### config.mk
export PLATFORM = sky130hd
export DESIGN_NAME = stim_seq_multich_flat
export DESIGN_NICKNAME = d
export VERILOG_FILES = /design/src/rtl/stim_seq_multich_if.sv /design/src/rtl/stim_seq_multich.sv /design/src/flat_wrapper.sv
export SDC_FILE = /design/constraint.sdc
export NUM_CORES = 1
export LEC_CHECK = 0
export BUFFER_PORTS_ARGS = -buffer_cell sky130_fd_sc_hd__buf_2
export CAP_MARGIN = 5
export CORE_UTILIZATION = 35
export DETAILED_ROUTE_END_ITERATION = 7
export GPL_TIMING_DRIVEN = 0
export HOLD_SLACK_MARGIN = 0.03
export RECOVER_POWER = 100
export SLEW_MARGIN = 0
export SYNTH_ARGS = -nofsm -noshare
export SYNTH_HDL_FRONTEND = slang
export SYNTH_SLANG_ARGS = --single-unit
### constraint.sdc
create_clock -name clk -period 2.95 [get_ports clk]
set_input_delay 0.4425 -clock clk [delete_from_list [all_inputs] [get_ports clk]]
set_output_delay 0.4425 -clock clk [all_outputs]
set_load 0.005 [all_outputs]
### src/rtl/stim_seq_multich_if.sv
// stim_seq_multich_if
// Groups the stimulus sequencer's control inputs and its ST analog drive
// outputs into one bundle.
//   master : the sequencer (takes the controls, drives the ST outputs)
//   slave  : whoever commands the sequencer and watches its outputs
// Signals:
//   enable, ramping, ch_sweeping  level controls for the stimulus train
//   mag_target                    requested magnitude code
//   EN_ST, CAT_ST, ANO_ST, DIS_ST stimulator enable and phase controls
//   CH_SEL_U_ST, CH_SEL_D_ST      upper/lower electrode selects
//   MAG_ST                        magnitude code in use
//   BLANK_EMG                     EMG blanking window
//   pulse_done                    strobe on the last discharge cycle
interface stim_seq_multich_if #(
  parameter int CH_W  = 2,
  parameter int MAG_W = 5
);
  logic             enable;
  logic             ramping;
  logic             ch_sweeping;
  logic [MAG_W-1:0] mag_target;
  logic             EN_ST;
  logic             CAT_ST;
  logic             ANO_ST;
  logic             DIS_ST;
  logic [CH_W-1:0]  CH_SEL_U_ST;
  logic [CH_W-1:0]  CH_SEL_D_ST;
  logic [MAG_W-1:0] MAG_ST;
  logic             BLANK_EMG;
  logic             pulse_done;

  modport master (
    input  enable, ramping, ch_sweeping, mag_target,
    output EN_ST, CAT_ST, ANO_ST, DIS_ST, CH_SEL_U_ST, CH_SEL_D_ST,
           MAG_ST, BLANK_EMG, pulse_done
  );

  modport slave (
    output enable, ramping, ch_sweeping, mag_target,
    input  EN_ST, CAT_ST, ANO_ST, DIS_ST, CH_SEL_U_ST, CH_SEL_D_ST,
           MAG_ST, BLANK_EMG, pulse_done
  );
endinterface

### src/rtl/stim_seq_multich.sv
// stim_seq_multich
// Biphasic stimulus sequencer for the ST channel array. Each period runs
// cathodic -> inter-pulse delay -> anodic -> delay -> discharge -> rest,
// timed by one period counter. Magnitude ramping and channel sweeping are
// applied only at pulse starts, so a pulse is never altered once it begins.
// Ports:
//   clk     system clock, rising edge
//   Resetn  synchronous active-low reset
//   bus     stim_seq_multich_if.master (controls in, ST drive out)
module stim_seq_multich #(
  parameter int NUM_CH        = 4,
  parameter int CH_W          = 2,
  parameter int MAG_W         = 5,
  parameter int CNT_W         = 16,
  parameter int PERIOD        = 500,
  parameter int CAT_PH        = 150,
  parameter int IPD           = 10,
  parameter int ANO_PH        = 150,
  parameter int DIS_DLY       = 1,
  parameter int DIS_PH        = 5,
  parameter int BLANK_TAIL    = 20,
  parameter int PULSES_PER_CH = 5,
  parameter int RAMP_STEP     = 1
) (
  input logic                clk,
  input logic                Resetn,
  stim_seq_multich_if.master bus
);

  // Last pc value of each phase; a zero-length phase ends on the same pc as
  // the one before it and is skipped by the next-state logic.
  localparam logic [CNT_W-1:0] CAT_END   = CNT_W'(CAT_PH - 1);
  localparam logic [CNT_W-1:0] IPD_END   = CNT_W'(CAT_PH + IPD - 1);
  localparam logic [CNT_W-1:0] ANO_END   = CNT_W'(CAT_PH + IPD + ANO_PH - 1);
  localparam logic [CNT_W-1:0] DLY_END   = CNT_W'(CAT_PH + IPD + ANO_PH + DIS_DLY - 1);
  localparam logic [CNT_W-1:0] DIS_END   = CNT_W'(CAT_PH + IPD + ANO_PH + DIS_DLY + DIS_PH - 1);
  localparam logic [CNT_W-1:0] BLANK_END = CNT_W'(CAT_PH + IPD + ANO_PH + DIS_DLY + DIS_PH
                                                  + BLANK_TAIL - 1);
  localparam logic [CNT_W-1:0] PC_LAST   = CNT_W'(PERIOD - 1);
  localparam int               PCNT_W    = $clog2(PULSES_PER_CH + 1);
  localparam logic [PCNT_W-1:0] PPC      = PCNT_W'(PULSES_PER_CH);
  localparam logic [CH_W-1:0]  CH_LAST   = CH_W'(NUM_CH - 1);

  typedef enum logic [2:0] {
    S_IDLE, S_CAT, S_IPD, S_ANO, S_DLY, S_DIS, S_REST
  } state_t;

  state_t            state_q, state_d, period_next;
  logic [CNT_W-1:0]  pc_q;
  logic [MAG_W-1:0]  mag_q, mag_next;
  logic [MAG_W:0]    mag_sum;
  logic [CH_W-1:0]   ch_idx_q;
  logic [PCNT_W-1:0] pcnt_q;
  logic              start_pulse, restart, to_idle, dis_last, advance_ch;
  logic              en_d, cat_d, ano_d, dis_d, blank_d, done_d;
  logic              en_q, cat_q, ano_q, dis_q, blank_q, done_q;

  // State register
  always_ff @(posedge clk) begin
    if (!Resetn) state_q <= S_IDLE;
    else         state_q <= state_d;
  end

  // At the end of a period the train continues only while enable is high.
  assign period_next = bus.enable ? S_CAT : S_IDLE;

  // Next-state logic; DIS goes straight to the period end if no rest remains.
  always_comb begin
    state_d = state_q;
    case (state_q)
      S_IDLE: if (bus.enable)        state_d = S_CAT;
      S_CAT:  if (pc_q == CAT_END)   state_d = (IPD == 0) ? S_ANO : S_IPD;
      S_IPD:  if (pc_q == IPD_END)   state_d = S_ANO;
      S_ANO:  if (pc_q == ANO_END)   state_d = (DIS_DLY == 0) ? S_DIS : S_DLY;
      S_DLY:  if (pc_q == DLY_END)   state_d = S_DIS;
      S_DIS:  if (pc_q == DIS_END)   state_d = (DIS_END == PC_LAST) ? period_next : S_REST;
      S_REST: if (pc_q == PC_LAST)   state_d = period_next;
      default:                       state_d = S_IDLE;
    endcase
  end

  assign start_pulse = (state_d == S_CAT) && (state_q != S_CAT);
  assign restart     = start_pulse && (state_q != S_IDLE);
  assign to_idle     = (state_d == S_IDLE) && (state_q != S_IDLE);
  assign dis_last    = (state_q == S_DIS) && (pc_q == DIS_END);
  assign advance_ch  = restart && bus.ch_sweeping && (pcnt_q == PPC);

  // Ramped magnitude; the extra sum bit keeps the step from wrapping.
  always_comb begin
    mag_sum  = {1'b0, mag_q} + (MAG_W + 1)'(RAMP_STEP);
    mag_next = bus.mag_target;
    if (bus.ramping && (mag_q < bus.mag_target) && (mag_sum < {1'b0, bus.mag_target}))
      mag_next = mag_sum[MAG_W-1:0];
  end

  // Period counter, magnitude, channel index and pulse count. The channel
  // index survives a return to IDLE; the magnitude restarts from 0.
  always_ff @(posedge clk) begin
    if (!Resetn) begin
      pc_q     <= '0;
      mag_q    <= '0;
      ch_idx_q <= '0;
      pcnt_q   <= '0;
    end else begin
      if ((state_d == S_IDLE) || start_pulse) pc_q <= '0;
      else                                    pc_q <= pc_q + 1'b1;

      if (start_pulse)  mag_q <= mag_next;
      else if (to_idle) mag_q <= '0;

      if (advance_ch) begin
        ch_idx_q <= (ch_idx_q == CH_LAST) ? '0 : ch_idx_q + 1'b1;
        pcnt_q   <= '0;
      end else if (dis_last && (pcnt_q != PPC)) begin
        pcnt_q   <= pcnt_q + 1'b1;
      end
    end
  end

  // Output decode of the current state, registered below.
  always_comb begin
    en_d    = (state_q != S_IDLE);
    cat_d   = (state_q == S_CAT);
    ano_d   = (state_q == S_ANO);
    dis_d   = (state_q == S_DIS);
    blank_d = en_d && (pc_q <= BLANK_END);
    done_d  = dis_last;
  end

  // Output registers
  always_ff @(posedge clk) begin
    if (!Resetn) begin
      en_q    <= 1'b0;
      cat_q   <= 1'b0;
      ano_q   <= 1'b0;
      dis_q   <= 1'b0;
      blank_q <= 1'b0;
      done_q  <= 1'b0;
    end else begin
      en_q    <= en_d;
      cat_q   <= cat_d;
      ano_q   <= ano_d;
      dis_q   <= dis_d;
      blank_q <= blank_d;
      done_q  <= done_d;
    end
  end

  assign bus.EN_ST       = en_q;
  assign bus.CAT_ST      = cat_q;
  assign bus.ANO_ST      = ano_q;
  assign bus.DIS_ST      = dis_q;
  assign bus.BLANK_EMG   = blank_q;
  assign bus.pulse_done  = done_q;
  assign bus.MAG_ST      = mag_q;
  assign bus.CH_SEL_U_ST = ch_idx_q;
  assign bus.CH_SEL_D_ST = (ch_idx_q == CH_LAST) ? '0 : ch_idx_q + 1'b1;

endmodule

### src/flat_wrapper.sv
// flat-port wrapper written by rule: the top's interface ports become plain ports
module stim_seq_multich_flat 
#(
  parameter int NUM_CH        = 4,
  parameter int CH_W          = 2,
  parameter int MAG_W         = 5,
  parameter int CNT_W         = 16,
  parameter int PERIOD        = 500,
  parameter int CAT_PH        = 150,
  parameter int IPD           = 10,
  parameter int ANO_PH        = 150,
  parameter int DIS_DLY       = 1,
  parameter int DIS_PH        = 5,
  parameter int BLANK_TAIL    = 20,
  parameter int PULSES_PER_CH = 5,
  parameter int RAMP_STEP     = 1
)
  (clk, Resetn, bus_enable, bus_ramping, bus_ch_sweeping, bus_mag_target, bus_EN_ST, bus_CAT_ST, bus_ANO_ST, bus_DIS_ST, bus_CH_SEL_U_ST, bus_CH_SEL_D_ST, bus_MAG_ST, bus_BLANK_EMG, bus_pulse_done);
  stim_seq_multich_if #(.CH_W(CH_W), .MAG_W(MAG_W)) bus_i ();
  input logic clk;
  input logic Resetn;
  input wire logic [$bits(bus_i.enable)-1:0] bus_enable;
  input wire logic [$bits(bus_i.ramping)-1:0] bus_ramping;
  input wire logic [$bits(bus_i.ch_sweeping)-1:0] bus_ch_sweeping;
  input wire logic [$bits(bus_i.mag_target)-1:0] bus_mag_target;
  output wire logic [$bits(bus_i.EN_ST)-1:0] bus_EN_ST;
  output wire logic [$bits(bus_i.CAT_ST)-1:0] bus_CAT_ST;
  output wire logic [$bits(bus_i.ANO_ST)-1:0] bus_ANO_ST;
  output wire logic [$bits(bus_i.DIS_ST)-1:0] bus_DIS_ST;
  output wire logic [$bits(bus_i.CH_SEL_U_ST)-1:0] bus_CH_SEL_U_ST;
  output wire logic [$bits(bus_i.CH_SEL_D_ST)-1:0] bus_CH_SEL_D_ST;
  output wire logic [$bits(bus_i.MAG_ST)-1:0] bus_MAG_ST;
  output wire logic [$bits(bus_i.BLANK_EMG)-1:0] bus_BLANK_EMG;
  output wire logic [$bits(bus_i.pulse_done)-1:0] bus_pulse_done;
  assign bus_i.enable = bus_enable;
  assign bus_i.ramping = bus_ramping;
  assign bus_i.ch_sweeping = bus_ch_sweeping;
  assign bus_i.mag_target = bus_mag_target;
  assign bus_EN_ST = bus_i.EN_ST;
  assign bus_CAT_ST = bus_i.CAT_ST;
  assign bus_ANO_ST = bus_i.ANO_ST;
  assign bus_DIS_ST = bus_i.DIS_ST;
  assign bus_CH_SEL_U_ST = bus_i.CH_SEL_U_ST;
  assign bus_CH_SEL_D_ST = bus_i.CH_SEL_D_ST;
  assign bus_MAG_ST = bus_i.MAG_ST;
  assign bus_BLANK_EMG = bus_i.BLANK_EMG;
  assign bus_pulse_done = bus_i.pulse_done;
  stim_seq_multich #(.NUM_CH(NUM_CH), .CH_W(CH_W), .MAG_W(MAG_W), .CNT_W(CNT_W), .PERIOD(PERIOD), .CAT_PH(CAT_PH), .IPD(IPD), .ANO_PH(ANO_PH), .DIS_DLY(DIS_DLY), .DIS_PH(DIS_PH), .BLANK_TAIL(BLANK_TAIL), .PULSES_PER_CH(PULSES_PER_CH), .RAMP_STEP(RAMP_STEP)) u_core (.clk(clk), .Resetn(Resetn), .bus(bus_i));
endmodule
; ---- Yosys cells after proc, flatten, opt, wreduce, memory -nomap -nowiden
; Index checks and enable logic that the tools add are counted.
[word_totals]
regBits = 35
in_bits = 10
[classes]
add_sub_neg = 4
n_lt_le_gt_ge = 3
n_eq_ne = 17
n_mux = 13
n_bitwise = 1
n_reduce_logical = 17
[op_table]
columns = operator, count
row1 = $eq 16x9->1 const B, 4
row2 = $eq 16x8->1 const B, 2
row3 = $mux 3, 7
row4 = $pmux 3 s7, 1
row5 = $add 16x1->16 const B, 1
row6 = $le 16x9->1 const B, 1
row7 = $mux 5, 3
row8 = $eq 3x3->1 const B, 4
row9 = $logic_and 1x1->1, 10
row10 = $add 5x1->6 const B, 1
row11 = $eq 3x1->1 const B, 2
row12 = $eq 3x2->1 const B, 2
row13 = $logic_not 3->1, 2
row14 = $lt 6x5->1, 1
row15 = $lt 5x5->1, 1
row16 = $reduce_or 2->1, 2
row17 = $add 3x1->3 const B, 1
row18 = $ne 3x1->1 const B, 1
row19 = $ne 3x3->1 const B, 1
row20 = $reduce_bool 3->1, 1
row21 = $add 2x1->2 const B, 1
row22 = $eq 2x2->1 const B, 1
row23 = $mux 2, 1
row24 = $reduce_bool 2->1, 1
row25 = other kinds (3), 3

; ---- Depth between registers and ports, before layout
; Gate-level depths: netlist of the first run.
[logic_depth]
depth_word = 9
mapped_depth = 9
depth_no_buf = 9

; ---- Least setup slack after synthesis of the first run
; OpenSTA, ideal clock, no wires.
[synth_path]
path_type = reg-to-reg
start = register u_core.mag_q[0] (netlist: u_core.bus.MAG_ST[0])
end = register u_core.mag_q[2] (netlist: u_core.bus.MAG_ST[2])
t_arrival_ns = 2.081
t_required_ns = 2.824
path_slack_ns = 0.743
path_stages_with_launch = 10
n_path_buf = 0
period_less_slack_ns = 2.207
cell_sequence = dfxtp_1 > ha_1 > nand3_1 > xnor2_1 > ha_1 > nor3b_1 > o211ai_1 > a211oi_2 > mux2i_1 > o22ai_1
[synth_between]
elab_chain_cells = 5
[synth_lines]
columns = item, line_no
row1 = start: declaration, stim_seq_multich.sv:50  ; logic [MAG_W-1:0] mag_q, mag_next;
row2 = start signal: assignment, stim_seq_multich.sv:108  ; if (start_pulse) mag_q <= mag_next;
row3 = $add 5x1->6 / $lt 5x5->1 (equally long branches), "stim_seq_multich.sv:90, stim_seq_multich.sv:92"
row4 = $lt 6x5->1 / $logic_and 1x1->1 (equally long branches), stim_seq_multich.sv:92  ; if (bus.ramping && (mag_q < bus.mag_target) && (mag_sum < {1'b0, bus.mag_target}))
row5 = $logic_and 1x1->1, stim_seq_multich.sv:92
row6 = $mux 5 (*), stim_seq_multich.sv:92
row7 = $mux 5 (*), stim_seq_multich.sv:108
; Mark *: on every way between the ends. The rest lies on a longest branch, timed or not.
; A chain may end at the register's enable or synchronous reset.

; ---- Worst setup path in the final report of the first run
[layout_path]
start = register u_core.pc_q[11]
end = register u_core.pc_q[7]
[layout_between]
elab_chain_cells = 7
[layout_lines]
columns = item, line_no
row1 = start: declaration, stim_seq_multich.sv:49  ; logic [CNT_W-1:0] pc_q;
row2 = start signal: assignment, stim_seq_multich.sv:106  ; else pc_q <= pc_q + 1'b1;
row3 = "$eq 16x9->1, or another cell as far along", stim_seq_multich.sv:77  ; S_REST: if (pc_q == PC_LAST) state_d = period_next;
row4 = "$mux 3, or another cell as far along", stim_seq_multich.sv:77
row5 = $pmux 3 s7 (*), stim_seq_multich.sv:70  ; case (state_q)
row6 = $eq 3x1->1, stim_seq_multich.sv:82  ; assign start_pulse = (state_d == S_CAT) && (state_q != S_CAT);
row7 = $logic_and 1x1->1, stim_seq_multich.sv:82
row8 = $logic_or 1x1->1 (*), stim_seq_multich.sv:105  ; if ((state_d == S_IDLE) || start_pulse) pc_q <= '0;
row9 = $reduce_or 2->1 (no line) (*), -
; Marked as above.

==> impl_metrics.py, run 1 <==
metrics = {
    "synth": {
        "synth_cell_types": 44,
        "yosysWarnings": 0,
        "synth_cells": 238,
        "yosys.area.top_type": "dfxtp_1",
        "ys_ff_latch": 35,
        "synthTopCellsByArea": "dfxtp_1, ha_1, nor2_1, xnor2_1, nand2_1",
        "syn_area_sq_um": 2000,
        "synth_fp_nets": 263,
        "synth_edf_count": 0,
        "yosysMostFrequentCell": "nor2_1",
        "synth_top_area_share_pct": 35.0,
        "postSynthAreaPerCell_sq_um": 8.42,
        "netlist_top_cells_count": "nor2_1, dfxtp_1, nand2_1",
        "synthArstFlopShare_pct": 0,
        "ys.flop_type": "dfxtp_1",
        "synth-seq-area-share_pct": 35.0,
    },
    "cells_and_area": {
        "fin_nets": 294,
        "drive_above_1_share_pct": 12.6,
        "num_antenna_cells": 0,
        "area_delta_synth_final_pct": 14.0,
    },
    "sta": {
        "maxClockFrequency_ghz": 0.388,
        "rsz0062_at_grt": "false",
        "tightest_slew_ns": 0.715,
        "finalMaxSlewViolations": 0,
        "max_slew_margin_pct": 52.2,
        "hold_violations": 0,
        "fin_crit_ns": 2.58,
        "tns_ns": 0,
        "period_share_pct": 87.4,
        "fin_skew_ns": 0.00719,
        "whs_ns": 0.449,
        "setup_violations": 0,
    },
    "min_path": {
        "hold_start": "bus_mag_target[1]",
        "hold_class": "input pin to flop",
    },
    "placement": {
        "portBuffers": 24,
        "dp_hpwl_microns": 2930,
        "gp_congestion": 0.838,
    },
    "power_and_ir_drop": {
        "p_clk_share_pct": 35.0,
        "leakagePower_nw": 0.891,
        "switchingPower_uw": 246,
        "vdd_ir_drop_max_uv": 143,
        "pwr-share-seq_pct": 52.5,
        "p_int_uw": 704,
        "cellPowerDensity_nw_per_um2": 416,
        "power_uw": 949,
        "switching_share_pct": 25.9,
        "p_comb_share_pct": 12.6,
    },
    "global_routing": {
        "grt_pass1_vias": 1607,
        "overflow": 0,
        "grt_usage_pct": 14.8,
        "grt_pass1_wl_microns": 7150,
        "grt_max_degree": 11,
        "antenna_found_initial": 0,
    },
    "clock_tree": {
        "cts.path.max_buffers": 2,
        "ctsResizeCount": 0,
        "cts_setup_buffers": 0,
        "cts_root_buffer": "clkbuf_8",
        "cts_tree": "built",
        "cts_made_buffers": 5,
        "cts_sinks": 35,
        "worstSkewPairLatency_ns": 0.29,
        "cts_max_level": 2,
        "cts.reportedPaths.clkPinSlew_ns": 0.07,
        "cts.hold.buffers_added": 0,
    },
    "drt": {
        "drt_iter0_drc": 55,
        "vias": 1654,
        "ant_nets": 0,
        "vias_per_cell": 4.84,
        "drc": 0,
        "drtPass1Iterations": 4,
        "wire_per_inst_microns": 11.3,
        "finalWirelength_microns": 3880,
    },
    "job": {
        "maxCapViolations": 0,
    },
    "status": {
        "status": "completed",
    },
    "floorplanning": {
        "pin_count": 25,
        "die_h_microns": 77.7,
        "rows": 27,
        "initial_core_util_pct": 36.4,
        "dieArea_sq_um": 6030,
        "coreArea_sq_um": 5510,
        "die_w_microns": 77.7,
    },
    "worst_setup_path": {
        "critPathLaunch": "u_core.pc_q[11]",
        "cp.arrival_ns": 2.76,
        "required_ns": 3.13,
        "timing.rr.start": "u_core.pc_q[11]",
        "crit_type": "flop to flop",
        "crit_fanout": 10,
        "crit_path_end_kind": "flop",
        "crit_path_start_kind": "flop",
    },
}
## power by group through the flow
| stage | logic [mW] | registers, mW | clock network, mW |
|---|---|---|---|
| after CTS | 0.122 | 0.498 | 0.346 |
| after floorplan | 0.0825 | 0.508 | 0 |
| after detailed placement | 0.121 | 0.509 | 0 |
| after global placement | 0.119 | 0.509 | 0 |
| after global routing | 0.140 | 0.500 | 0.360 |
| final | 0.119 | 0.498 | 0.332 |
## critical path, cell delays in order (launching register included)
cell and delay, ns:
dfxtp_1 0.34, nor4_1 0.57, nand2_1 0.22, o311ai_2 0.32, a21bo_1 0.28, o311ai_4 0.48
buf_6 0.21, nor2_1 0.05
## metrics by stage
step | std cells | util (%) | worst slack [ns] | instance area (sq um)
floorplan | 238 | - | 0.743 | 2000
global placement | 334 | 40.2 | 0.482 | 2210
detailed placement | 334 | 40.2 | 0.456 | 2210
CTS | 342 | 41.7 | 0.436 | 2290
global route | 342 | 41.5 | 0.121 | 2280
finish | 342 | 41.5 | 0.371 | 2280
## layout by cell type, fill, tap and decap left out, drive strengths merged, types with 3 or more instances in the layout
cell	synthesis	layout
a21oi	6	6
buf	2	22
clkbuf	4	15
dfxtp	35	35
ha	15	15
inv	17	17
mux2i	7	7
nand2	23	23
nand3	9	9
nand4	6	6
nor2	39	39
nor2b	3	3
nor3	7	7
o21ai	9	9
xnor2	11	11
xor2	8	8
## layout make-up
cell class,count,area [sq um]
Buffer,6,37.5
Clock buffer,7,76.3
Clock inverter,1,5.00
Fill cell,591,3220
Multi-Input combinational cell,180,1190
Inverter,17,63.8
Sequential cell,35,701
Timing Repair Buffer,24,115
Tap cell,72,90.1
## state kept, by name (all words and copies together) (netlist names)
signal / flops
u_core.bus.CH_SEL_U_ST: 2
u_core.bus.MAG_ST: 5
u_core.pcnt_q: 3
u_core.bus.EN_ST: 1
u_core.bus.pulse_done: 1
u_core.bus.DIS_ST: 1
u_core.pc_q: 16
u_core.bus.ANO_ST: 1
u_core.state_q: 3
u_core.bus.CAT_ST: 1
u_core.bus.BLANK_EMG: 1
## layer usage
layer	part of all wire [%]	GRT usage, %	vias to the layer above
met2	44	24.1	29
met4	1.9	6.23	0
li1	-	-	888
met1	51	19.3	730
met3	3.8	2.71	7
met5	0	0	-
## final timing paths
check,slack [ns],depth (start not counted),to
min,0.45,3,u_core.bus.MAG_ST[1]
min reg2reg,0.50,1,u_core.pc_q[0]
max,0.37,7,u_core.pc_q[7]
max reg2reg,0.37,7,u_core.pc_q[7]
## logic make-up (layout without fill, tap and decap cells)
group | Yosys count | after routing | synth area share [%]
simple gates | 106 | 106 | 26.1
flops | 35 | 35 | 35.0
compound gates | 32 | 32 | 12.1
buf+inv | 23 | 55 | 5.06
xor+xnor | 19 | 19 | 8.31
fa+ha+maj | 15 | 15 | 9.37
mux | 8 | 8 | 4.06
Power figures use the tool's default switching activity.
==> inputs of run 2 (changes only) <==
--- a/config.mk
+++ b/config.mk
@@ -5,13 +5,15 @@
 export SDC_FILE = /design/constraint.sdc
 export NUM_CORES = 1
 export LEC_CHECK = 0
+export ABC_AREA = 1
 export BUFFER_PORTS_ARGS = -buffer_cell sky130_fd_sc_hd__buf_2
 export CAP_MARGIN = 5
 export CORE_UTILIZATION = 35
 export DETAILED_ROUTE_END_ITERATION = 7
+export GPL_ROUTABILITY_DRIVEN = 0
 export GPL_TIMING_DRIVEN = 0
 export HOLD_SLACK_MARGIN = 0.03
-export RECOVER_POWER = 100
+export RECOVER_POWER = 50
 export SLEW_MARGIN = 0
 export SYNTH_ARGS = -nofsm -noshare
 export SYNTH_HDL_FRONTEND = slang
==> impl_metrics.py, run 2 <==
metrics = {
    "drt": {
        "finalWirelength_microns": 4160,
        "wire_per_inst_microns": 10.4,
        "drc": 0,
        "vias_per_cell": 4.66,
        "m1WireLength_microns": 2150,
        "drtPass1Iterations": 4,
        "drt_iter0_drc": 62,
        "dr_wl_met3_microns": 122,
        "ant_nets": 0,
        "vias": 1869,
        "highest_layer": "met4",
        "met2_length_microns": 1830,
    },
    "power_and_ir_drop": {
        "cellPowerDensity_nw_per_um2": 403,
        "vdd_ir_drop_max_uv": 178,
        "leakagePower_nw": 1.05,
    },
    "clock_tree": {
        "cts.hold.buffers_added": 0,
        "cts.reportedPaths.clkPinSlew_ns": 0.08,
        "cts_made_buffers": 5,
        "cts_root_buffer": "clkbuf_8",
        "ctsResizeCount": 0,
        "cts_sinks": 35,
        "cts_max_level": 2,
        "cts.path.max_buffers": 2,
        "cts_tree": "built",
        "worstSkewPairLatency_ns": 0.29,
        "cts_setup_buffers": 0,
    },
    "global_routing": {
        "overflow": 0,
        "grt_max_degree": 13,
        "grt_pass1_vias": 1699,
        "grt_usage_pct": 14.4,
        "grt_pass1_wl_microns": 7180,
        "antenna_found_initial": 0,
    },
    "status": {
        "status": "completed",
    },
    "synth": {
        "synth_cells": 297,
        "syn_area_sq_um": 2110,
        "netlist_top_cells_count": "nand2_1, inv_1, nor2_1",
        "ys_ff_latch": 35,
        "synth_top_area_share_pct": 33.2,
        "yosysMostFrequentCell": "nand2_1",
        "synth-seq-area-share_pct": 33.2,
        "synth_edf_count": 0,
        "synthArstFlopShare_pct": 0,
        "ys.flop_type": "dfxtp_1",
        "postSynthAreaPerCell_sq_um": 7.10,
        "synthTopCellsByArea": "dfxtp_1, nand2_1, ha_1, inv_1, nor2_1",
        "synth_fp_nets": 322,
        "yosysWarnings": 0,
        "synth_cell_types": 31,
        "yosys.area.top_type": "dfxtp_1",
    },
    "cells_and_area": {
        "fin_nets": 353,
        "utilization_pct": 42.4,
        "largest_register_ffs": 16,
        "final_common_cell": "nand2_1",
        "drive_above_1_share_pct": 15.2,
        "area_delta_synth_final_pct": 13.5,
        "largest_register": "u_core.pc_q",
        "layout_common_cells": "nand2_1, nor2_1, inv_1, dfxtp_1, nand3_1",
        "stdcell_count": 401,
        "num_antenna_cells": 0,
    },
    "worst_setup_path": {
        "crit_slowest_cell": "dfxtp_1",
        "crit_path_end_kind": "flop",
        "crit_buf_inv": 2,
        "crit_chain": "nand3_1 > nor2_1 > inv_1 > nand2_1 > inv_1 > ha_1 > a21oi_1 > o211ai_1 > nand3b_1 > o21ai_0 > nand2_1 > a21oi_1",
        "cp_slowest_stage_delay_ns": 0.45,
        "critPathLaunch": "u_core.bus.MAG_ST[0]",
        "cp.arrival_ns": 2.59,
        "crit_type": "flop to flop",
        "cp_top_family": "simple AND/OR/NAND/NOR gates",
        "required_ns": 3.16,
        "crit_fanout": 10,
        "r2r_slack_ns": 0.58,
        "timing.rr.start": "u_core.bus.MAG_ST[0]",
        "crit_path_start_kind": "flop",
    },
    "sta": {
        "rsz0062_at_grt": "false",
        "finalMaxSlewViolations": 0,
        "setup_violations": 0,
        "max_slew_margin_pct": 70.3,
        "tns_ns": 0,
        "hold_violations": 0,
        "maxClockFrequency_ghz": 0.421,
        "fin_skew_ns": 0.0110,
        "fin_crit_ns": 2.37,
        "period_share_pct": 80.4,
        "tightest_slew_ns": 0.446,
    },
    "floorplanning": {
        "die_w_microns": 79.6,
        "pin_count": 25,
        "dieArea_sq_um": 6340,
        "rows": 27,
        "coreArea_sq_um": 5640,
        "die_h_microns": 79.6,
        "initial_core_util_pct": 37.4,
    },
    "job": {
        "maxCapViolations": 0,
    },
    "placement": {
        "dp_cells": 393,
        "dp_hpwl_microns": 3220,
        "portBuffers": 24,
    },
    "min_path": {
        "hold_start": "u_core.pc_q[0]",
        "hold_class": "flop to flop",
    },
}
run 2: cell count changes after synthesis, moves of 5 or more:
cell	change
a21oi_1	+10
inv_1	+23
mux2i_1	-7
nand2_1	+32
nand3_1	+18
nor2_2	+13
o211ai_1	+5
o21ai_0	-6
xnor2_1	-8
run 2: worst reg2reg max path: cells and delay by family (launching register included):
kind / cells / cell delay (ns)
compound gates: 4 / 0.64
fa+ha+maj: 1 / 0.29
buf+inv: 2 / 0.11
flops: 1 / 0.45
simple gates: 5 / 0.81
run 2: final cells by class:
type	instances	area [sq um]
Fill cell	579	3250
Multi-Input combinational cell	217	1220
Sequential cell	35	701
Inverter	42	159
Timing Repair Buffer	24	109
Tap cell	72	90.1
Clock buffer	5	68.8
Buffer	3	28.8
Clock inverter	3	20.0
run 2: cell families (layout without fill, tap and decap cells):
kind of cell,after synthesis,in the layout,share of synthesized area [%]
adder cells (fa/ha/maj),15,15,8.90
AO/OA/AOI/OAI,28,28,7.54
buffers and inverters,45,77,8.90
AND/OR/NAND/NOR,163,163,36.9
flip-flops,35,35,33.2
XOR/XNOR,11,11,4.57
run 2: metrics by stage:
stage / total power [mW] / setup slack, ns / instance area [sq um] / hold WS, ns
after global placement: 0.629 / 0.631 / 2320 / 0.472
after global routing: 1.02 / 0.303 / 2390 / 0.519
after detailed placement: 0.631 / 0.623 / 2320 / 0.478
after CTS: 0.979 / 0.584 / 2410 / 0.468
after floorplan: 0.591 / 0.934 / 2110 / 0.454
final: 0.964 / 0.577 / 2390 / 0.491
run 2: layer usage:
layer  GRT usage (%)  vias up
li1                -     1014
met1            18.1      825
met2            24.0       24
met3            3.54        6
met4            4.36        0
met5               0        -
run 2: path summary, 6_finish.rpt:
| kind | to | cells after the start |
|---|---|---|
| max | u_core.bus.MAG_ST[3] | 12 |
| min | u_core.pc_q[0] | 1 |
| max reg2reg | u_core.bus.MAG_ST[3] | 12 |
| min reg2reg | u_core.pc_q[0] | 1 |
run 2: power breakdown:
group	internal (mW)	switching (mW)	leakage (nW)
sequential	0.483	0.0131	0.283
clock	0.164	0.182	0.0402
combinational	0.0493	0.0724	0.727
==> inputs of run 3 (changes only) <==
==> constraint.sdc (replaced) <==
create_clock -name clk -period 2.3 [get_ports clk]
set_input_delay 0.345 -clock clk [delete_from_list [all_inputs] [get_ports clk]]
set_output_delay 0.345 -clock clk [all_outputs]
set_load 0.005 [all_outputs]
==> impl_metrics.py, run 3 (same netlist as run 2, synthesis figures left out) <==
metrics = {
    "status": {
        "status": "completed",
    },
    "cells_and_area": {
        "largest_register": "u_core.pc_q",
        "fin_nets": 357,
        "layout_common_cells": "nand2_1, inv_1, nor2_1, dfxtp_1, nand3_1",
        "num_antenna_cells": 0,
        "fillers": 578,
        "stdcell_count": 405,
        "area_delta_synth_final_pct": 16.0,
        "drive_above_1_share_pct": 18.3,
        "utilization_pct": 43.3,
        "final_common_cell": "nand2_1",
        "largest_register_ffs": 16,
    },
    "placement": {
        "portBuffers": 24,
        "dp_cells": 393,
        "dp_hpwl_microns": 3220,
    },
    "drt": {
        "vias": 1897,
        "vias_per_cell": 4.68,
        "drt_iter0_drc": 58,
        "drc": 0,
        "wire_per_inst_microns": 10.4,
        "ant_nets": 0,
        "met2_length_microns": 1910,
        "finalWirelength_microns": 4230,
        "drtPass1Iterations": 4,
        "highest_layer": "met4",
        "m1WireLength_microns": 2130,
        "dr_wl_met3_microns": 139,
    },
    "worst_setup_path": {
        "crit_chain": "nand3_2 > nor2_2 > inv_1 > nand2_1 > inv_1 > ha_1 > a21oi_1 > o211ai_1 > nand3b_1 > buf_4 > o21ai_0 > nand2_1 > a21oi_1",
        "crit_path_end_kind": "flop",
        "crit_buf_inv": 3,
        "cp.arrival_ns": 2.36,
        "crit_fanout": 7,
        "crit_type": "flop to flop",
        "required_ns": 2.51,
        "crit_slowest_cell": "dfxtp_4",
        "crit_path_start_kind": "flop",
        "cp_slowest_stage_delay_ns": 0.39,
        "cp_top_family": "simple AND/OR/NAND/NOR gates",
    },
    "power_and_ir_drop": {
        "cellPowerDensity_nw_per_um2": 511,
        "switchingPower_uw": 348,
        "vdd_ir_drop_max_uv": 228,
        "switching_share_pct": 27.8,
        "p_int_uw": 903,
        "p_clk_share_pct": 35.5,
        "power_mw": 1.25,
        "p_comb_share_pct": 13.5,
        "leakagePower_nw": 1.07,
        "pwr-share-seq_pct": 51.1,
    },
    "floorplanning": {
        "die_h_microns": 79.6,
        "dieArea_sq_um": 6340,
        "initial_core_util_pct": 37.4,
        "rows": 27,
        "pin_count": 25,
        "die_w_microns": 79.6,
        "coreArea_sq_um": 5640,
    },
    "clock_tree": {
        "cts_sinks": 35,
        "cts_root_buffer": "clkbuf_8",
        "cts_tree": "built",
        "cts.path.max_buffers": 2,
        "cts.reportedPaths.clkPinSlew_ns": 0.08,
        "cts_made_buffers": 5,
        "cts_max_level": 2,
        "worstSkewPairLatency_ns": 0.29,
    },
    "sta": {
        "rsz0062_at_grt": "false",
        "maxClockFrequency_ghz": 0.465,
        "fin_crit_ns": 2.15,
        "max_slew_margin_pct": 70.0,
        "period_share_pct": 93.5,
        "tns_ns": 0,
        "fin_skew_ns": 0.0122,
        "hold_violations": 0,
        "tightest_slew_ns": 0.451,
        "finalMaxSlewViolations": 0,
        "setup_violations": 0,
    },
    "global_routing": {
        "antenna_found_initial": 0,
        "grt_pass1_vias": 1712,
        "overflow": 0,
        "grt_usage_pct": 14.5,
        "grt_max_degree": 13,
        "grt_pass1_wl_microns": 7250,
    },
    "min_path": {
        "hold_class": "input pin to flop",
    },
    "job": {
        "maxCapViolations": 0,
    },
}
[run 3: what timing repair did]
item,4_1_cts,5_1_grt
setup endpoints to repair,5,5
setup buffers,2,2
pin swaps,0,1
resized for setup,0,7
hold buffers,0,0
[run 3: power by group through the flow]
stage	logic, mW	registers [mW]	clock network (mW)
4_1_cts	0.168	0.637	0.459
3_5_place_dp	0.158	0.651	0
6_report	0.168	0.639	0.443
2_1_floorplan	0.109	0.649	0
3_3_place_gp	0.155	0.651	0
5_1_grt	0.193	0.642	0.484
[run 3: area by class of cell]
class	instances	area [sq um]	share of cell area (%)
Clock inverter	3	20.0	0.819
Timing Repair Buffer	28	139	5.68
Tap cell	72	90.1	3.68
Multi-Input combinational cell	217	1230	50.4
Buffer	3	28.8	1.18
Sequential cell	35	707	28.9
Clock buffer	5	68.8	2.81
Inverter	42	159	6.50
[run 3: path summary, 6_finish.rpt]
path | cells after the start | startpoint | slack (ns) | end
setup / recovery | 13 | u_core.bus.MAG_ST[0] | 0.15 | u_core.bus.MAG_ST[3]
hold / removal | 4 | bus_ch_sweeping | 0.43 | u_core.bus.CH_SEL_U_ST[1]
setup reg to reg | 13 | u_core.bus.MAG_ST[0] | 0.15 | u_core.bus.MAG_ST[3]
hold reg to reg | 1 | u_core.pc_q[0] | 0.49 | u_core.pc_q[0]
[run 3: per-stage QoR]
stage	setup WS, ns	hold slack (ns)	cell area, sq um
after CTS	0.0483	0.370	2420
after detailed placement	-0.0273	0.478	2320
after floorplan	0.284	0.443	2110
after global placement	-0.0194	0.472	2320
after global routing	0.00114	0.431	2440
final	0.150	0.425	2440
[run 3: worst reg2reg max path: cells and delay by family (launching register included)]
kind	cells	cell delay, ns
and+or+nand+nor	5	0.59
buffers and inverters	3	0.26
adders and majority gates	1	0.29
AOI/OAI and AO/OA	4	0.55
DFF	1	0.39
[run 3: metal layers]
layer / GRT usage (%) / vias up
li1: - / 1021
met1: 18.2 / 841
met2: 24.3 / 29
met3: 3.54 / 6
met4: 4.36 / 0
met5: 0 / -
